**config.mk**
```make
export PLATFORM = sky130hd
export DESIGN_NAME = matmul_seq
export DESIGN_NICKNAME = d
export VERILOG_FILES = /design/src/rtl/matmul_seq.sv
export SDC_FILE = /design/constraint.sdc
export NUM_CORES = 2
export LEC_CHECK = 0
export CELL_PAD_IN_SITES_DETAIL_PLACEMENT = 1
export CELL_PAD_IN_SITES_GLOBAL_PLACEMENT = 2
export CORE_ASPECT_RATIO = 2
export CORE_UTILIZATION = 38
export DETAILED_ROUTE_END_ITERATION = 10
export PLACE_DENSITY_LB_ADDON = 0.1
export SLEW_MARGIN = 20
export SYNTH_ARGS = -nofsm -noshare
export SYNTH_HDL_FRONTEND = slang
export SYNTH_SLANG_ARGS = --single-unit
export TNS_END_PERCENT = 30
```
**constraint.sdc**
```tcl
create_clock -name clk -period 6.3 [get_ports clk]
set_clock_uncertainty 0.05 [all_clocks]
set_input_delay 1.575 -clock clk [delete_from_list [all_inputs] [get_ports clk]]
set_output_delay 1.575 -clock clk [all_outputs]
set_load 0.01 [all_outputs]
```
**src/rtl/matmul_seq.sv**
```systemverilog
// matmul_seq: operand sequencer for a 10x10 signed matrix multiply.
// Holds A and B, feeds a_row/b_col to the dot-product MAC, streams C.
// Ports:
//   clk, rst (async, active-low)
//   ld_en/ld_sel/ld_addr/ld_data : byte-wide write of A (sel=0) or B (sel=1)
//   start, busy, done            : run control and status
//   a_row, b_col, W_en, SOP      : MAC operand lanes, enable, returned sum
//   c_wr, c_addr, c_data         : result stream C[i][j] at index i*N+j
`timescale 1ns/1ps
module matmul_seq #(
  parameter int N  = 10,
  parameter int DW = 8,
  parameter int SW = 16
) (
  input  logic          clk,
  input  logic          rst,
  input  logic          ld_en,
  input  logic          ld_sel,
  input  logic [6:0]    ld_addr,
  input  logic [DW-1:0] ld_data,
  input  logic          start,
  output logic          busy,
  output logic          done,
  output logic [N*DW-1:0] a_row,
  output logic [N*DW-1:0] b_col,
  output logic          W_en,
  input  logic [SW-1:0] SOP,
  output logic          c_wr,
  output logic [6:0]    c_addr,
  output logic [SW-1:0] c_data
);

  localparam int CW = $clog2(N);

  typedef enum logic [1:0] {
    IDLE,
    ISSUE,
    CAPT,
    FIN
  } state_t;

  state_t state, state_n;

  logic [CW-1:0] i, j, i_n, j_n;
  logic [DW-1:0] a_mem [N*N];
  logic [DW-1:0] b_mem [N*N];

  logic wr_ok, wr_a, wr_b;
  logic issue_go, last;
  logic [6:0] ai, bi, cur_addr;
  logic [N*DW-1:0] a_nxt, b_nxt;

  assign busy  = (state == ISSUE) || (state == CAPT);
  assign W_en  = (state == ISSUE);
  assign done  = (state == FIN);
  assign wr_ok = ld_en && !busy && (ld_addr < 7'(N*N));
  assign wr_a  = wr_ok && !ld_sel;
  assign wr_b  = wr_ok && ld_sel;
  assign last  = (i == CW'(N-1)) && (j == CW'(N-1));
  assign cur_addr = 7'(i) * 7'(N) + 7'(j);

  always_ff @(posedge clk or negedge rst) begin
    if (!rst) state <= IDLE;
    else      state <= state_n;
  end

  always_comb begin
    state_n  = state;
    issue_go = 1'b0;
    i_n      = i;
    j_n      = j;
    unique case (state)
      IDLE: begin
        if (start) begin
          state_n  = ISSUE;
          issue_go = 1'b1;
          i_n      = '0;
          j_n      = '0;
        end
      end
      ISSUE: state_n = CAPT;
      CAPT: begin
        if (last) begin
          state_n = FIN;
        end else begin
          state_n  = ISSUE;
          issue_go = 1'b1;
          if (j == CW'(N-1)) begin
            j_n = '0;
            i_n = i + 1'b1;
          end else begin
            j_n = j + 1'b1;
          end
        end
      end
      FIN: state_n = IDLE;
      default: state_n = IDLE;
    endcase
  end

  // Operand lanes for the next pair. A write landing on the same edge
  // as start is forwarded so the first issue sees the new value.
  always_comb begin
    a_nxt = '0;
    b_nxt = '0;
    ai    = '0;
    bi    = '0;
    for (int k = 0; k < N; k++) begin
      ai = 7'(i_n) * 7'(N) + 7'(k);
      bi = 7'(k) * 7'(N) + 7'(j_n);
      a_nxt[k*DW +: DW] = (wr_a && ld_addr == ai) ? ld_data : a_mem[ai];
      b_nxt[k*DW +: DW] = (wr_b && ld_addr == bi) ? ld_data : b_mem[bi];
    end
  end

  always_ff @(posedge clk or negedge rst) begin
    if (!rst) begin
      for (int m = 0; m < N*N; m++) begin
        a_mem[m] <= '0;
        b_mem[m] <= '0;
      end
    end else begin
      if (wr_a) a_mem[ld_addr] <= ld_data;
      if (wr_b) b_mem[ld_addr] <= ld_data;
    end
  end

  always_ff @(posedge clk or negedge rst) begin
    if (!rst) begin
      i      <= '0;
      j      <= '0;
      a_row  <= '0;
      b_col  <= '0;
      c_wr   <= 1'b0;
      c_addr <= '0;
      c_data <= '0;
    end else begin
      i    <= i_n;
      j    <= j_n;
      c_wr <= (state == ISSUE);
      if (issue_go) begin
        a_row <= a_nxt;
        b_col <= b_nxt;
      end
      if (state == ISSUE) begin
        c_data <= SOP;
        c_addr <= cur_addr;
      end
    end
  end

endmodule

```
==> insert_results.sql <==
INSERT INTO impl_metrics (metric_group, metric, value, unit) VALUES
('timing', 'fmax', '162', 'MHz'),
('yosys', 'synth_cell_type_count', '94', ''),
('drt', 'detail_route.first_pass.iterations', '5', ''),
('finish', 'fraction_of_final_layout_cells_with_drive_strength_greater_than_1', '28.4', '%'),
('power_and_ir_drop', 'pwr_density', '522', 'nW/um2'),
('floorplanning', 'number_of_top_level_pins', '223', ''),
('timing', 'timing.setup.tns', '0', 'ns'),
('power_and_ir_drop', 'clkPwrFrac', '17.1', '%'),
('worst_setup_path', 'end_kind', 'register', ''),
('clocking', 'cts-buffers-inserted', '194', ''),
('drt', 'dr_total_vias', '107000', ''),
('power_and_ir_drop', 'worst_ir_drop_vdd', '455', 'uV'),
('clocking', 'clock_insertion_delay_worst_skew', '0.95', 'ns'),
('timing', 'holdWs', '0.433', 'ns'),
('power_and_ir_drop', 'pwr-share-seq', '19.8', '%'),
('floorplanning', 'floorplan.die.height', '790', 'um'),
('placement', 'place.port_buffers', '222', ''),
('floorplanning', 'core', '309000', 'um2'),
('clocking', 'holdBufCountCts', '0', ''),
('yosys', 'synth_area', '118000', 'um2'),
('min_path', 'hp-class', 'register to register', ''),
('grt', 'grt_max_degree', '144', ''),
('drt', 'vias_per_cell', '6.53', ''),
('grt', 'grt_antenna_before_repair', '44', ''),
('drt', 'route.final.wire_length', '662', 'mm'),
('floorplanning', 'floorplan.die.width', '396', 'um'),
('yosys', 'synthesis.nets', '11800', ''),
('worst_setup_path', 'worst_ep_required_time', '7.00', 'ns'),
('power_and_ir_drop', 'pwr-share-comb', '63.1', '%'),
('grt', 'grt-ovfl-total', '0', ''),
('drt', 'number_of_drc_violations_after_detailed_routing_iteration_0', '8137', ''),
('power_and_ir_drop', 'internal-power', '34700', 'uW'),
('clocking', 'cts_tree', 'yes', ''),
('yosys', 'synth_area_per_inst', '10.1', 'um2'),
('floorplanning', 'row_count', '289', ''),
('yosys', 'synth_largest_area_cell', 'dfrtp_1', ''),
('timing', 'setup_viol', '0', ''),
('placement', 'place.gp.congestion', '1.03', ''),
('timing', 'worst_margin_pin_slew', '1.32', 'ns'),
('timing', 'slew_headroom', '11.8', '%'),
('clocking', 'htreeDepth', '4', ''),
('clocking', 'clockBufferDepth', '4', ''),
('yosys', 'synth_seq_area_share', '38.0', '%'),
('timing', 'timing_max_transition_violations_final', '0', ''),
('finish', 'most-common-layout-cells', 'nand2_1 (2517), dfrtp_1 (1794), mux2_2 (1560)', ''),
('yosys', 'synth-async-reset-ratio', '100', '%'),
('clocking', 'cts.reportedPaths.clkPinSlew', '0.06', 'ns'),
('yosys', 'ys.warnings.count', '0', ''),
('worst_setup_path', 'critical_path_arrival', '6.89', 'ns'),
('drt', 'remaining_drc_errors', '0', ''),
('grt', 'groute.usage.overall', '41.7', '%'),
('drt', 'ant_nets', '0', ''),
('power_and_ir_drop', 'switching_power', '37000', 'uW'),
('finish', 'most_frequent_standard_cell_in_the_layout_excluding_fill_and_tap_cells', 'nand2_1', ''),
('worst_setup_path', 'critical_path.max_fanout', '9', ''),
('floorplanning', 'die-area', '313000', 'um2'),
('worst_setup_path', 'critPathLaunchType', 'input port', ''),
('power_and_ir_drop', 'netSwitchingFraction', '51.6', '%'),
('drt', 'post_drt_wl_per_cell', '40.5', 'um'),
('floorplanning', 'start_util', '38.2', '%'),
('timing', 'timing_hold_violations_final', '0', ''),
('yosys', 'synth-seq-cells', '1794', ''),
('grt', 'grt_pass1_vias', '112000', ''),
('timing', 'final.period_utilization', '98.2', '%'),
('timing', 'min_period', '6.19', 'ns'),
('timing', 'grt_setup_unrepaired', 'no', ''),
('worst_setup_path', 'criticalPathCategory', 'input port to register', ''),
('finish', 'area_growth_syn_to_layout', '16.3', '%'),
('yosys', 'netlist_instances', '11700', ''),
('timing', 'setup_ws', '0.110', 'ns'),
('power_and_ir_drop', 'power.static_leakage', '0.0603', 'uW'),
('yosys', 'synth_enable_flop_cells', '0', ''),
('run_status', 'status', 'finished clean', ''),
('grt', 'grt_first_pass_wirelength', '918', 'mm'),
('job', 'max_cap_violations', '0', ''),
('yosys', 'synth_top_flop_cell', 'dfrtp_1', ''),
('yosys', 'netlist.area_leader.share', '38.0', '%'),
('finish', 'fin_nets', '12200', ''),
('placement', 'detailedPlacementHpwl', '493', 'mm'),
('clocking', 'cts_root_buf', 'clkbuf_16', ''),
('clocking', 'clock_sink_count', '1794', ''),
('placement', 'pre_cts_slack', '-0.676', 'ns'),
('yosys', 'ys_top_cells_by_area', 'dfrtp_1 (38%), mux2_2 (15%), mux4_2 (8.6%), nand2_1 (8.0%), mux2i_1 (7.9%)', '');
path summary, 6_finish.rpt:
kind / endpoint / cells after the start / slack, ns / startpoint
min reg2reg: b_mem[15]$_DFFE_PN0P_ / 2 / 0.43 / b_mem[15]$_DFFE_PN0P_
max reg2reg: a_row[36]$_DFFE_PN0P_ / 19 / 0.12 / j[1]$_DFF_PN0_
max in group asynchronous: b_mem[470]$_DFFE_PN0P_ / 4 / 3.96 / rst
min in group asynchronous: a_mem[51]$_DFFE_PN0P_ / 1 / 0.54 / rst
min: b_mem[15]$_DFFE_PN0P_ / 2 / 0.43 / b_mem[15]$_DFFE_PN0P_
max: a_row[36]$_DFFE_PN0P_ / 18 / 0.11 / start
logic make-up after synthesis:
logic type / after synthesis / synth area share, %
xor+xnor: 57 / 0.478
buf+inv: 1104 / 4.17
mux: 2943 / 31.4
simple gates: 4100 / 15.1
fa+ha+maj: 35 / 0.390
flops: 1794 / 38.0
compound gates: 1708 / 10.4
power groups by stage:
stage / Combinational, uW / Sequential [uW] / Clock (uW)
final: 45200 / 14200 / 12300
after global routing: 46000 / 14300 / 12700
after CTS: 44500 / 14100 / 12400
after detailed placement: 44300 / 14300 / 0
after global placement: 44000 / 14300 / 0
after floorplan: 22200 / 13800 / 0
timing repair:
action | 4_1_cts | 5_1_grt
setup buffers | 0 | 0
endpoints found under the setup margin | 0 | 1
gates resized for setup | 0 | 1
layer usage:
layer | part of all wire (%) | GRT usage (%)
met5 | 0.027 | 0
met4 | 11 | 38.6
met3 | 6.0 | 7.97
met2 | 49 | 70.5
met1 | 34 | 43.6
synthesized netlist by cell type (20+ instances only):
library cell	count
nand2_1	2519
dfrtp_1	1794
mux2_2	1560
mux2i_1	933
clkbuf_1	629
nand3_1	555
mux4_2	449
and3_1	397
nor2_1	334
a311oi_1	311
o21ai_0	268
buf_2	245
a31oi_1	195
a211oi_1	191
a21oi_1	188
buf_4	113
nor3_1	74
buf_1	73
o22ai_1	66
a311o_1	55
nand4_1	48
a22oi_1	42
xnor2_1	39
o211ai_1	38
nor4_1	37
ha_1	32
inv_1	28
o221ai_1	27
a221oi_1	26
and2_1	26
o2111ai_1	24
a211o_1	23
o311ai_0	22
a31o_2	21
a32oi_1	21
o21a_1	21
nor2b_1	20
metrics by stage:
step | total power (uW) | instances | utilization, % | area, um2
floorplan | 36000 | 11700 | - | 118000
global placement | 58200 | 16000 | 42.3 | 131000
detailed placement | 58700 | 16000 | 42.3 | 131000
CTS | 71000 | 16300 | 44.4 | 137000
global route | 73100 | 16300 | 44.4 | 137000
finish | 71600 | 16300 | 44.4 | 137000
worst max-delay path, cell delays in order:
cell,delay [ns]
clkdlybuf4s50_1,0.68
buf_4,0.21
mux2i_4,0.08
a211oi_4,0.26
inv_1,0.10
ha_1,0.30
ha_2,0.19
fa_2,0.61
buf_4,0.15
inv_2,0.05
buf_4,0.19
xnor2_2,0.30
and2_1,0.45
buf_4,0.28
o21ai_0,0.26
o211ai_1,0.35
o41ai_2,0.69
a21oi_1,0.13
registers in the layout, summed over array words and instances, names as in the netlist:
signal	count
a_mem	800
b_mem	800
a_row	80
b_col	80
c_data	16
c_addr	7
i	4
j	4
state	2
c_wr	1
layout make-up:
| cell class | count | area (um2) |
|---|---|---|
| fillers | 33900 | 172000 |
| multi-input cells | 8843 | 68700 |
| flip-flops and latches | 1794 | 44900 |
| repair buffers | 1240 | 12000 |
| clock buffers | 257 | 5490 |
| well taps | 4074 | 5100 |
| clock inverters | 81 | 885 |
| inverters | 37 | 181 |
| diodes | 17 | 42.5 |
No activity file was read; power rests on OpenSTA's default activity.
